==> config.mk <==
export PLATFORM = sky130hd
export DESIGN_NAME = cdb_arbiter_flat
export DESIGN_NICKNAME = d
export VERILOG_FILES = /design/src/rtl/tomasulo_pkg.sv /design/src/rtl/cdb_arbiter_if.sv /design/src/rtl/rr_pick.sv /design/src/rtl/cdb_arbiter.sv /design/src/flat_wrapper.sv
export SDC_FILE = /design/constraint.sdc
export NUM_CORES = 1
export LEC_CHECK = 0
export ABC_AREA = 1
export ABC_CLOCK_PERIOD_IN_PS = 4200
export CAP_MARGIN = 20
export CORE_UTILIZATION = 50
export CTS_CLUSTER_SIZE = 20
export DETAILED_ROUTE_END_ITERATION = 10
export GPL_TIMING_DRIVEN = 0
export PLACE_DENSITY_LB_ADDON = 0.05
export SLEW_MARGIN = 20
export SYNTH_ARGS = -nofsm -noshare
export SYNTH_HDL_FRONTEND = slang
export SYNTH_SLANG_ARGS = --single-unit
==> constraint.sdc <==
create_clock -name clk -period 4.2 [get_ports clk]
set_clock_uncertainty 0.2 [all_clocks]
set_input_delay 0.84 -clock clk [delete_from_list [all_inputs] [get_ports clk]]
set_output_delay 0.84 -clock clk [all_outputs]
set_load 0.005 [all_outputs]
==> src/rtl/tomasulo_pkg.sv <==
// Shared Tomasulo core definitions: tag/data widths, the "no producer" tag and
// the CDB broadcast bundle consumed by reservation stations.
// Latency: n/a (types and constants only). Backpressure: n/a.
package tomasulo_pkg;

  localparam int LABEL_W = 4;
  localparam int DATA_W  = 32;

  // Tag 0 marks an operand as already available; it never names a producer.
  localparam logic [LABEL_W-1:0] LABEL_NONE = '0;

  typedef struct packed {
    logic               en;
    logic [LABEL_W-1:0] label;
    logic [DATA_W-1:0]  data;
  } cdb_bus_t;

endpackage

==> src/rtl/cdb_arbiter_if.sv <==
// Functional-unit request side and CDB broadcast side of the CDB arbiter.
// Ports: req_valid/req_label/req_data in, req_ready out (per requester);
//        BCEN/BClabel/BCdata/grant_idx/err_label0 out (registered).
// slave = arbiter view, master = functional-unit / consumer view.
interface cdb_arbiter_if #(
  parameter int N_REQ   = 4,
  parameter int LABEL_W = tomasulo_pkg::LABEL_W,
  parameter int DATA_W  = tomasulo_pkg::DATA_W,
  parameter int IDX_W   = $clog2(N_REQ)
);

  logic [N_REQ-1:0]         req_valid;
  logic [N_REQ*LABEL_W-1:0] req_label;
  logic [N_REQ*DATA_W-1:0]  req_data;
  logic [N_REQ-1:0]         req_ready;
  logic                     BCEN;
  logic [LABEL_W-1:0]       BClabel;
  logic [DATA_W-1:0]        BCdata;
  logic [IDX_W-1:0]         grant_idx;
  logic                     err_label0;

  modport slave (
    input  req_valid, req_label, req_data,
    output req_ready, BCEN, BClabel, BCdata, grant_idx, err_label0
  );

  modport master (
    output req_valid, req_label, req_data,
    input  req_ready, BCEN, BClabel, BCdata, grant_idx, err_label0
  );

endinterface

==> src/rtl/rr_pick.sv <==
// Rotating-priority picker: first set bit of req searching ptr, ptr+1, ... mod N.
// Ports: req[N], ptr[IDX_W] in; onehot[N], idx[IDX_W], any out.
// Latency: purely combinational. Backpressure: none (ptr must be < N).
module rr_pick #(
  parameter int N     = 4,
  parameter int IDX_W = $clog2(N)
) (
  input  logic [N-1:0]     req,
  input  logic [IDX_W-1:0] ptr,
  output logic [N-1:0]     onehot,
  output logic [IDX_W-1:0] idx,
  output logic             any
);

  always_comb begin
    onehot = '0;
    idx    = '0;
    any    = 1'b0;
    for (int k = 0; k < N; k++) begin
      if (!any && req[(int'(ptr) + k) % N]) begin
        any                          = 1'b1;
        idx                          = IDX_W'((int'(ptr) + k) % N);
        onehot[(int'(ptr) + k) % N]  = 1'b1;
      end
    end
  end

endmodule

==> src/rtl/cdb_arbiter.sv <==
// Owns the Common Data Bus: one holding slot per functional unit, round-robin
// grant of one slot per cycle to the registered BCEN/BClabel/BCdata broadcast.
// Ports: clk, nRST (sync, active-low), bus (cdb_arbiter_if.slave).
// Latency: accept at edge k -> broadcast after edge k+1 (2 cycles req->BCEN).
// Backpressure: req_ready[i] low while slot i is full and not granted this cycle.
module cdb_arbiter #(
  parameter int N_REQ   = 4,
  parameter int LABEL_W = tomasulo_pkg::LABEL_W,
  parameter int DATA_W  = tomasulo_pkg::DATA_W,
  parameter int IDX_W   = $clog2(N_REQ)
) (
  input  logic         clk,
  input  logic         nRST,
  cdb_arbiter_if.slave bus
);
  import tomasulo_pkg::*;

  logic [N_REQ-1:0]   r_slot_vld;
  logic [LABEL_W-1:0] r_slot_label [N_REQ];
  logic [DATA_W-1:0]  r_slot_data  [N_REQ];
  logic [IDX_W-1:0]   r_ptr;

  logic               r_bcen;
  logic [LABEL_W-1:0] r_bclabel;
  logic [DATA_W-1:0]  r_bcdata;
  logic [IDX_W-1:0]   r_grant;
  logic               r_err;

  logic [N_REQ-1:0]   w_win;
  logic [IDX_W-1:0]   w_idx;
  logic               w_any;
  logic [IDX_W-1:0]   w_ptr_nxt;
  logic [N_REQ-1:0]   w_rdy;
  logic [N_REQ-1:0]   w_acc;
  logic [N_REQ-1:0]   w_tag0;
  logic [LABEL_W-1:0] w_label [N_REQ];
  logic [DATA_W-1:0]  w_data  [N_REQ];

  for (genvar g = 0; g < N_REQ; g++) begin : g_unpack
    assign w_label[g] = bus.req_label[g*LABEL_W +: LABEL_W];
    assign w_data[g]  = bus.req_data[g*DATA_W +: DATA_W];
    assign w_tag0[g]  = (w_label[g] == LABEL_W'(LABEL_NONE));
  end

  // Arbitration looks only at held slots, so a fresh request can never reach
  // the bus in the cycle it arrives.
  rr_pick #(
    .N     (N_REQ),
    .IDX_W (IDX_W)
  ) u_pick (
    .req    (r_slot_vld),
    .ptr    (r_ptr),
    .onehot (w_win),
    .idx    (w_idx),
    .any    (w_any)
  );

  // A slot being drained this cycle can take a new result at the same edge,
  // giving each requester back-to-back acceptance.
  assign w_rdy     = {N_REQ{nRST}} & (~r_slot_vld | w_win);
  assign w_acc     = bus.req_valid & w_rdy;
  assign w_ptr_nxt = (w_idx == IDX_W'(N_REQ - 1)) ? '0 : w_idx + IDX_W'(1);

  always_ff @(posedge clk) begin
    if (!nRST) begin
      r_slot_vld <= '0;
      r_ptr      <= '0;
      r_bcen     <= 1'b0;
      r_bclabel  <= '0;
      r_bcdata   <= '0;
      r_grant    <= '0;
      r_err      <= 1'b0;
    end else begin
      for (int i = 0; i < N_REQ; i++) begin
        // Reload beats the clear of a granted slot; a tag-0 result is
        // swallowed, so a granted slot still empties.
        if (w_acc[i] && !w_tag0[i]) begin
          r_slot_vld[i]   <= 1'b1;
          r_slot_label[i] <= w_label[i];
          r_slot_data[i]  <= w_data[i];
        end else if (w_win[i]) begin
          r_slot_vld[i]   <= 1'b0;
        end
      end

      r_err <= |(w_acc & w_tag0);

      if (w_any) begin
        r_bcen    <= 1'b1;
        r_bclabel <= r_slot_label[w_idx];
        r_bcdata  <= r_slot_data[w_idx];
        r_grant   <= w_idx;
        r_ptr     <= w_ptr_nxt;
      end else begin
        r_bcen    <= 1'b0;
      end
    end
  end

  assign bus.req_ready  = w_rdy;
  assign bus.BCEN       = r_bcen;
  assign bus.BClabel    = r_bclabel;
  assign bus.BCdata     = r_bcdata;
  assign bus.grant_idx  = r_grant;
  assign bus.err_label0 = r_err;

endmodule

==> src/flat_wrapper.sv <==
// flat-port wrapper written by rule: the top's interface ports become plain ports
module cdb_arbiter_flat import tomasulo_pkg::*;
#(
  parameter int N_REQ   = 4,
  parameter int LABEL_W = tomasulo_pkg::LABEL_W,
  parameter int DATA_W  = tomasulo_pkg::DATA_W,
  parameter int IDX_W   = $clog2(N_REQ)
)
  (clk, nRST, bus_req_valid, bus_req_label, bus_req_data, bus_req_ready, bus_BCEN, bus_BClabel, bus_BCdata, bus_grant_idx, bus_err_label0);
  cdb_arbiter_if #(.N_REQ(N_REQ), .LABEL_W(LABEL_W), .DATA_W(DATA_W), .IDX_W(IDX_W)) bus_i ();
  input  logic clk;
  input  logic nRST;
  input wire logic [$bits(bus_i.req_valid)-1:0] bus_req_valid;
  input wire logic [$bits(bus_i.req_label)-1:0] bus_req_label;
  input wire logic [$bits(bus_i.req_data)-1:0] bus_req_data;
  output wire logic [$bits(bus_i.req_ready)-1:0] bus_req_ready;
  output wire logic [$bits(bus_i.BCEN)-1:0] bus_BCEN;
  output wire logic [$bits(bus_i.BClabel)-1:0] bus_BClabel;
  output wire logic [$bits(bus_i.BCdata)-1:0] bus_BCdata;
  output wire logic [$bits(bus_i.grant_idx)-1:0] bus_grant_idx;
  output wire logic [$bits(bus_i.err_label0)-1:0] bus_err_label0;
  assign bus_i.req_valid = bus_req_valid;
  assign bus_i.req_label = bus_req_label;
  assign bus_i.req_data = bus_req_data;
  assign bus_req_ready = bus_i.req_ready;
  assign bus_BCEN = bus_i.BCEN;
  assign bus_BClabel = bus_i.BClabel;
  assign bus_BCdata = bus_i.BCdata;
  assign bus_grant_idx = bus_i.grant_idx;
  assign bus_err_label0 = bus_i.err_label0;
  cdb_arbiter #(.N_REQ(N_REQ), .LABEL_W(LABEL_W), .DATA_W(DATA_W), .IDX_W(IDX_W)) u_core (.clk(clk), .nRST(nRST), .bus(bus_i));
endmodule
**Word level (Yosys, flattened, before mapping)**

Memory sizes are Yosys's and may differ from the RTL's. A register that Yosys moved wholly into a read port is not among the register bits.
Cells that the tools add are included.

- Memories: 2
- Memory bits (writable): 144
- Word-level logic and storage cells: 119
- Bits of input ports: 150
- Bits in registers: 10
- Output and inout bits: 44

- Equality and inequality tests: 1
- Bitwise operators: 11
- $add $sub $neg: 4
- Multiplexer cells: 53
- $lt $le $gt $ge: 8
- Reductions and logical operators: 32

Memories:

| memory | depth | width | read ports | clocked after memory_dff | write ports | line | source |
|---|---|---|---|---|---|---|---|
| u_core.r_slot_data | 4 | 32 | 1 | 1 | 4 | cdb_arbiter.sv:20 | `logic [DATA_W-1:0] r_slot_data [N_REQ];` |
| u_core.r_slot_label | 4 | 4 | 1 | 1 | 4 | cdb_arbiter.sv:19 | `logic [LABEL_W-1:0] r_slot_label [N_REQ];` |

Operators by type and width:

| cell | number |
|---|---|
| 1-bit 2-to-1 mux | 36 |
| 4-bit logical NOT | 4 |
| 4-bit 2-to-1 mux | 4 |
| 4-bit OR | 4 |
| 4-bit bitwise AND | 3 |
| 3-bit by 4-bit less-than comparator with 1-bit output, second input constant | 3 |
| 1-bit logical AND | 11 |
| 2-bit 2-to-1 mux | 5 |
| 3-bit by 1-bit greater-or-equal comparator with 1-bit output, second input constant | 3 |
| 1-bit logical NOT | 9 |
| 1-bit binary-select mux with 2-bit select | 4 |
| 1-bit demux with 2-bit select | 4 |
| 2-bit nonzero test | 4 |
| 2-bit OR reduction | 3 |
| 2-bit by 1-bit adder with 2-bit output, second input constant | 2 |
| 2-bit adder, second input constant | 2 |
| 4-bit inverter | 1 |
| 4-bit OR reduction | 1 |
| 1-bit bitwise AND, first input constant | 3 |
| 2-bit by 3-bit less-than comparator with 1-bit output, second input constant | 1 |
| 2-bit equality test, second input constant | 1 |
| 2-bit by 1-bit greater-or-equal comparator with 1-bit output, second input constant | 1 |

**Depth between registers and ports, before layout**

Gate-level depths: netlist of the first run.

- Word-level depth: 21
- Gate-level depth with buffers: 16
- Depth with buffers taken out: 15

**Modules after synthesis**

Synthesis of the first run repeated with hierarchy kept, for this count alone.

- Cells, all modules: 853
- Area, all modules: 8201.6 um2

Modules (own cells, without submodules):

| module | cells an instance | instances | sequential area each (um2) | area an instance (um2) |
|---|---|---|---|---|
| cdb_arbiter | 779 | 1 | 5245.0 | 7761.2 |
| rr_pick | 74 | 1 | 0.0 | 440.4 |

**Least setup slack after synthesis of the first run**

Ideal clock, no wire load.

- Path kind: register -> register
- Start point: register u_core.r_ptr[1]
- End point: memory u_core.r_slot_data[0][0] (enable)
- Arrival: 3.319 ns
- Data required time: 3.571 ns
- Clock period less this slack: 3.948 ns
- Cell stages (with the launch flop): 11
- Setup time: 0.429 ns
- Slack: 0.252 ns
- Path buffers: 0
- Cell sequence: dfxtp_1 > inv_1 > ha_1 > inv_1 > nand3_1 > nand2_1 > nor3_1 > nand2_1 > a31oi_1 > nand2_1 > nor2_1

RTL lines:

| element | line | source |
|---|---|---|
| from (decl) | cdb_arbiter.sv:21 | `logic [IDX_W-1:0] r_ptr;` |
| from (signal assigned) | cdb_arbiter.sv:93 | `r_ptr <= w_ptr_nxt;` |
| to (decl) | cdb_arbiter.sv:20 |  |

**Worst setup path in the final report of the first run**

- Start point: register u_core.r_ptr[0]
- End point: output bus_req_ready[2]

- Word-level cells in the longest chain between the ends: 15
- Elaborated cells between the ends (all ways): 58
- Classes of those cells: add/sub (3); order compare (8); mux (26); bitwise (8); reduce/logical (13)

RTL lines:

| element | line | source |
|---|---|---|
| 2-bit by 1-bit adder with 2-bit output | rr_pick.sv:20, rr_pick.sv:23 |  |
| 2-bit OR reduction (no source line) | -- |  |
| 1-bit bitwise AND (no source line) | -- |  |
| 3-bit by 4-bit less-than comparator with 1-bit output (implied by the code) / 3-bit by 1-bit greater-or-equal comparator with 1-bit output (equally long branches) | rr_pick.sv:23 | `onehot[(int'(ptr) + k) % N] = 1'b1;` |
| 1-bit logical AND (implied by the code) | rr_pick.sv:23 |  |
| 1-bit 2-to-1 mux (implied by the code) | rr_pick.sv:23 |  |
| 1-bit demux with 2-bit select | rr_pick.sv:23 |  |
| 4-bit OR (no source line) | -- |  |
| 4-bit 2-to-1 mux | rr_pick.sv:20 | `if (!any && req[(int'(ptr) + k) % N]) begin` |
| 4-bit OR (no source line) | -- |  |
| 4-bit 2-to-1 mux | rr_pick.sv:20 |  |
| 4-bit OR (no source line) | -- |  |
| 4-bit 2-to-1 mux * | rr_pick.sv:20 |  |
| 4-bit OR * | cdb_arbiter.sv:60 | `assign w_rdy = {N_REQ{nRST}} & (~r_slot_vld \| w_win);` |
| 4-bit bitwise AND * | cdb_arbiter.sv:60 |  |
| to (decl) | flat_wrapper.sv:16 | `output wire logic [$bits(bus_i.req_ready)-1:0] bus_req_ready;` |

Mark *: on every way between the ends. The rest lies on a longest branch, timed or not. The select of a mux whose other input is x is not followed.

==> results.ini, run 1 <==
[run_status]
outcome = finished clean

[yosys]
synth_top_area_share_pct = 51.95
synth_cell_types = 30
synth_xor_area_share_pct = 0
synth_edf_count = 144
synth_top_family_by_area = simple AND/OR/NAND/NOR gates
synth_area_um2 = 8324
synth-simple-area-share_pct = 22.41
seq_area_frac_synth_pct = 63.01
synthTopCellsByCount = nand2_1 (206), inv_1 (164), edfxtp_1 (144), nand3_1 (137), dfxtp_1 (46)
yosysMostFrequentCell = nand2_1
synth_mux_area_share_pct = 0
synth_fa_ha_area_share_pct = 1.052
synth_flop_cell = edfxtp_1
ys_warn_count = 0
async_flop_share_pct = 0
yosys.area.top_type = edfxtp_1
yosys-top-cells-area = edfxtp_1 (52%), dfxtp_1 (11%), nand2_1 (9.3%)
syn_area_per_cell_um2 = 9.635
synth_compound_area_share_pct = 3.096
netlist_instances = 864
ys_ff_latch = 190
synth_fp_nets = 1021

[floorplan]
fp.coreArea_um2 = 16060
initial_core_util_pct = 51.84
dieArea_um2 = 17170
fp.dieW_um = 131.0
die_height_um = 131.0
io_pins = 194
fp-row-count = 46

[global_route]
grt_overflow = 0
antenna_found_initial = 0
grt_max_degree = 24
track_usage_pct = 26.16
grt_pass1_wl_um = 32530
grt_pass1_vias = 6234

[final_layout]
final_nets = 1238
fillers = 1265
multi_input_area_um2 = 2246
areaGrowthSynthToFinish_pct = 35.44
regArea_um2 = 5246
drive_gt1_share_pct = 7.952
num_antenna_cells = 0

[detailed_routing]
drt_iter0_drc = 457
vias_per_cell = 5.012
vias = 6566
drc = 0
firstDrtPassIters = 5
routed_wl_um = 21740
drtAntennaViolNets = 0
post_drt_wl_per_cell_um = 16.60

[timing]
finalCriticalPeriod_ns = 3.965
fin_tns_setup_ns = 0
finalCritPeriodShare_pct = 94.40
rsz0062_at_grt = false
setup_viol = 0
worst_pin_slew_ns = 0.9935
maxSlewHeadroom_pct = 33.15
hold_viol = 0
slew_violations = 0
max_freq_ghz = 0.2522

[setup_path]
worstPathMaxFanout = 9
cp.arrival_ns = 2.92
criticalPathCategory = reg -> out
endpoint_kind = primary output
crit_path_start_kind = register
cp.required_ns = 3.16

[place]
routabilityCongestion = 0.8657
io_buffers = 193
hpwl_um = 15740

[clocking]
path_clk_slew_ns = 0.07
cts_buffer_depth = 2
cts_tree = done
cts_sinks = 190
htree_levels = 4
cts_buffers = 17
ctsRootBufferMaster = clkbuf_16
clk_latency_ns = 0.43

[power_and_ir_drop]
powerDensity_nw_per_um2 = 712.0
leakage_nw = 4.948
power_w = 0.008028
peakVddDrop_mv = 0.4882

[run]
maxCapViolCount = 0

[worst_hold_path]
hold_class = reg -> reg

-- sequential cells by signal, indices dropped and copies added, names as in the netlist --
signal	flops
u_core.r_slot_data	128
u_core.bus.BCdata	32
u_core.r_slot_label	16
u_core.bus.BClabel	4
u_core.r_slot_vld	4
u_core.bus.grant_idx	2
u_core.r_ptr	2
u_core.bus.BCEN	1
u_core.bus.err_label0	1
-- power breakdown --
| part | internal [W] | switching, W |
|---|---|---|
| sequential | 0.00233 | 0.000134 |
| clock | 0.000807 | 0.000766 |
| combinational | 0.00152 | 0.00247 |
| total | 0.00465 | 0.00337 |
-- cells in the final DEF, fill, tap and decap left out, types with 3 or more instances in the layout --
master and instances:
nor4_1 4, nand2_1 206, inv_2 4, clkbuf_16 17, buf_16 4, nand2_2 5, nand4_1 9, inv_1 164
o211ai_1 4, o31ai_1 4, dfxtp_1 45, nand3_1 137, clkdlybuf4s50_1 193, inv_6 5, edfxtp_1 144, buf_6 8
ha_1 7, buf_2 16, a31oi_1 4, inv_8 3, nor2_1 26, nor3b_1 10, or2_0 4, nor2_4 6
clkbuf_1 10, o21ai_0 13, a21oi_1 10, nand3_2 3, o21ai_1 10, buf_4 3
-- kinds of logic after synthesis --
kind of cell / count (synthesis)
AND/OR/NAND/NOR: 414
buffers and inverters: 207
flip-flops: 190
AO/OA/AOI/OAI: 46
adder cells (fa/ha/maj): 7
-- worst max-delay path: stages, from the launching register on --
cell and delay, ns:
dfxtp_1 0.48, inv_2 0.15, ha_1 0.37, inv_1 0.08, nand3_1 0.08, nand2_1 0.11
nor3_2 0.24, nand2_1 0.13, a31oi_1 0.28, clkdlybuf4s50_1 0.57
-- path summary, 6_finish.rpt --
| path | start | endpoint | slack, ns | depth (start not counted) |
|---|---|---|---|---|
| setup / recovery | u_core.r_ptr[0] | bus_req_ready[2] | 0.24 | 9 |
| hold / removal | u_core.bus.grant_idx[0] | u_core.bus.grant_idx[0] | 0.27 | 2 |
| setup reg to reg | u_core.r_ptr[0] | u_core.r_slot_data[0][1] | 0.85 | 12 |
| hold reg to reg | u_core.bus.grant_idx[0] | u_core.bus.grant_idx[0] | 0.27 | 2 |
-- through the flow --
step	worst slack [ns]	hold slack, ns	instances	area (µm²)	utilization [%]
detailed placement	0.5257	0.2630	1278	10690	66.55
CTS	0.05102	0.2735	1310	11270	70.17
floorplan	0.2519	0.2608	864	8324	-
finish	0.2354	0.2703	1310	11270	70.21
global route	0.04537	0.2907	1310	11270	70.21
global placement	-1.400	0.2533	1273	10530	65.55
-- timing repair --
item,4_1_cts,5_1_grt
hold buffers,0,0
gates resized for setup,0,2
buffers inserted,0,0
setup endpoints to repair,0,4
-- final cells by class --
cell class,count,share of cell area [%]
multi-input combinational,467,19.92
inverter,168,5.593
clock inverter,14,1.265
clock buffer,18,3.895
tap,216,2.397
buffer,39,2.109
timing repair buffer,198,18.29
sequential,190,46.53
-- routing by layer --
metal	track usage [%]	up-vias	share of wire, %
met5	0	-	0
met2	43.88	234	48
li1	-	3235	-
met4	9.331	0	2.1
met3	6.555	28	6.7
met1	32.86	3069	43
(Power assumes the default switching activity.)
==> inputs of run 2 (changes only) <==
--- a/config.mk
+++ b/config.mk
@@ -17,3 +17,4 @@
 export SYNTH_ARGS = -nofsm -noshare
 export SYNTH_HDL_FRONTEND = slang
 export SYNTH_SLANG_ARGS = --single-unit
+export TNS_END_PERCENT = 1
==> results of run 2 <==
The final DEF is identical to that of run 1; final timing and power are the same.
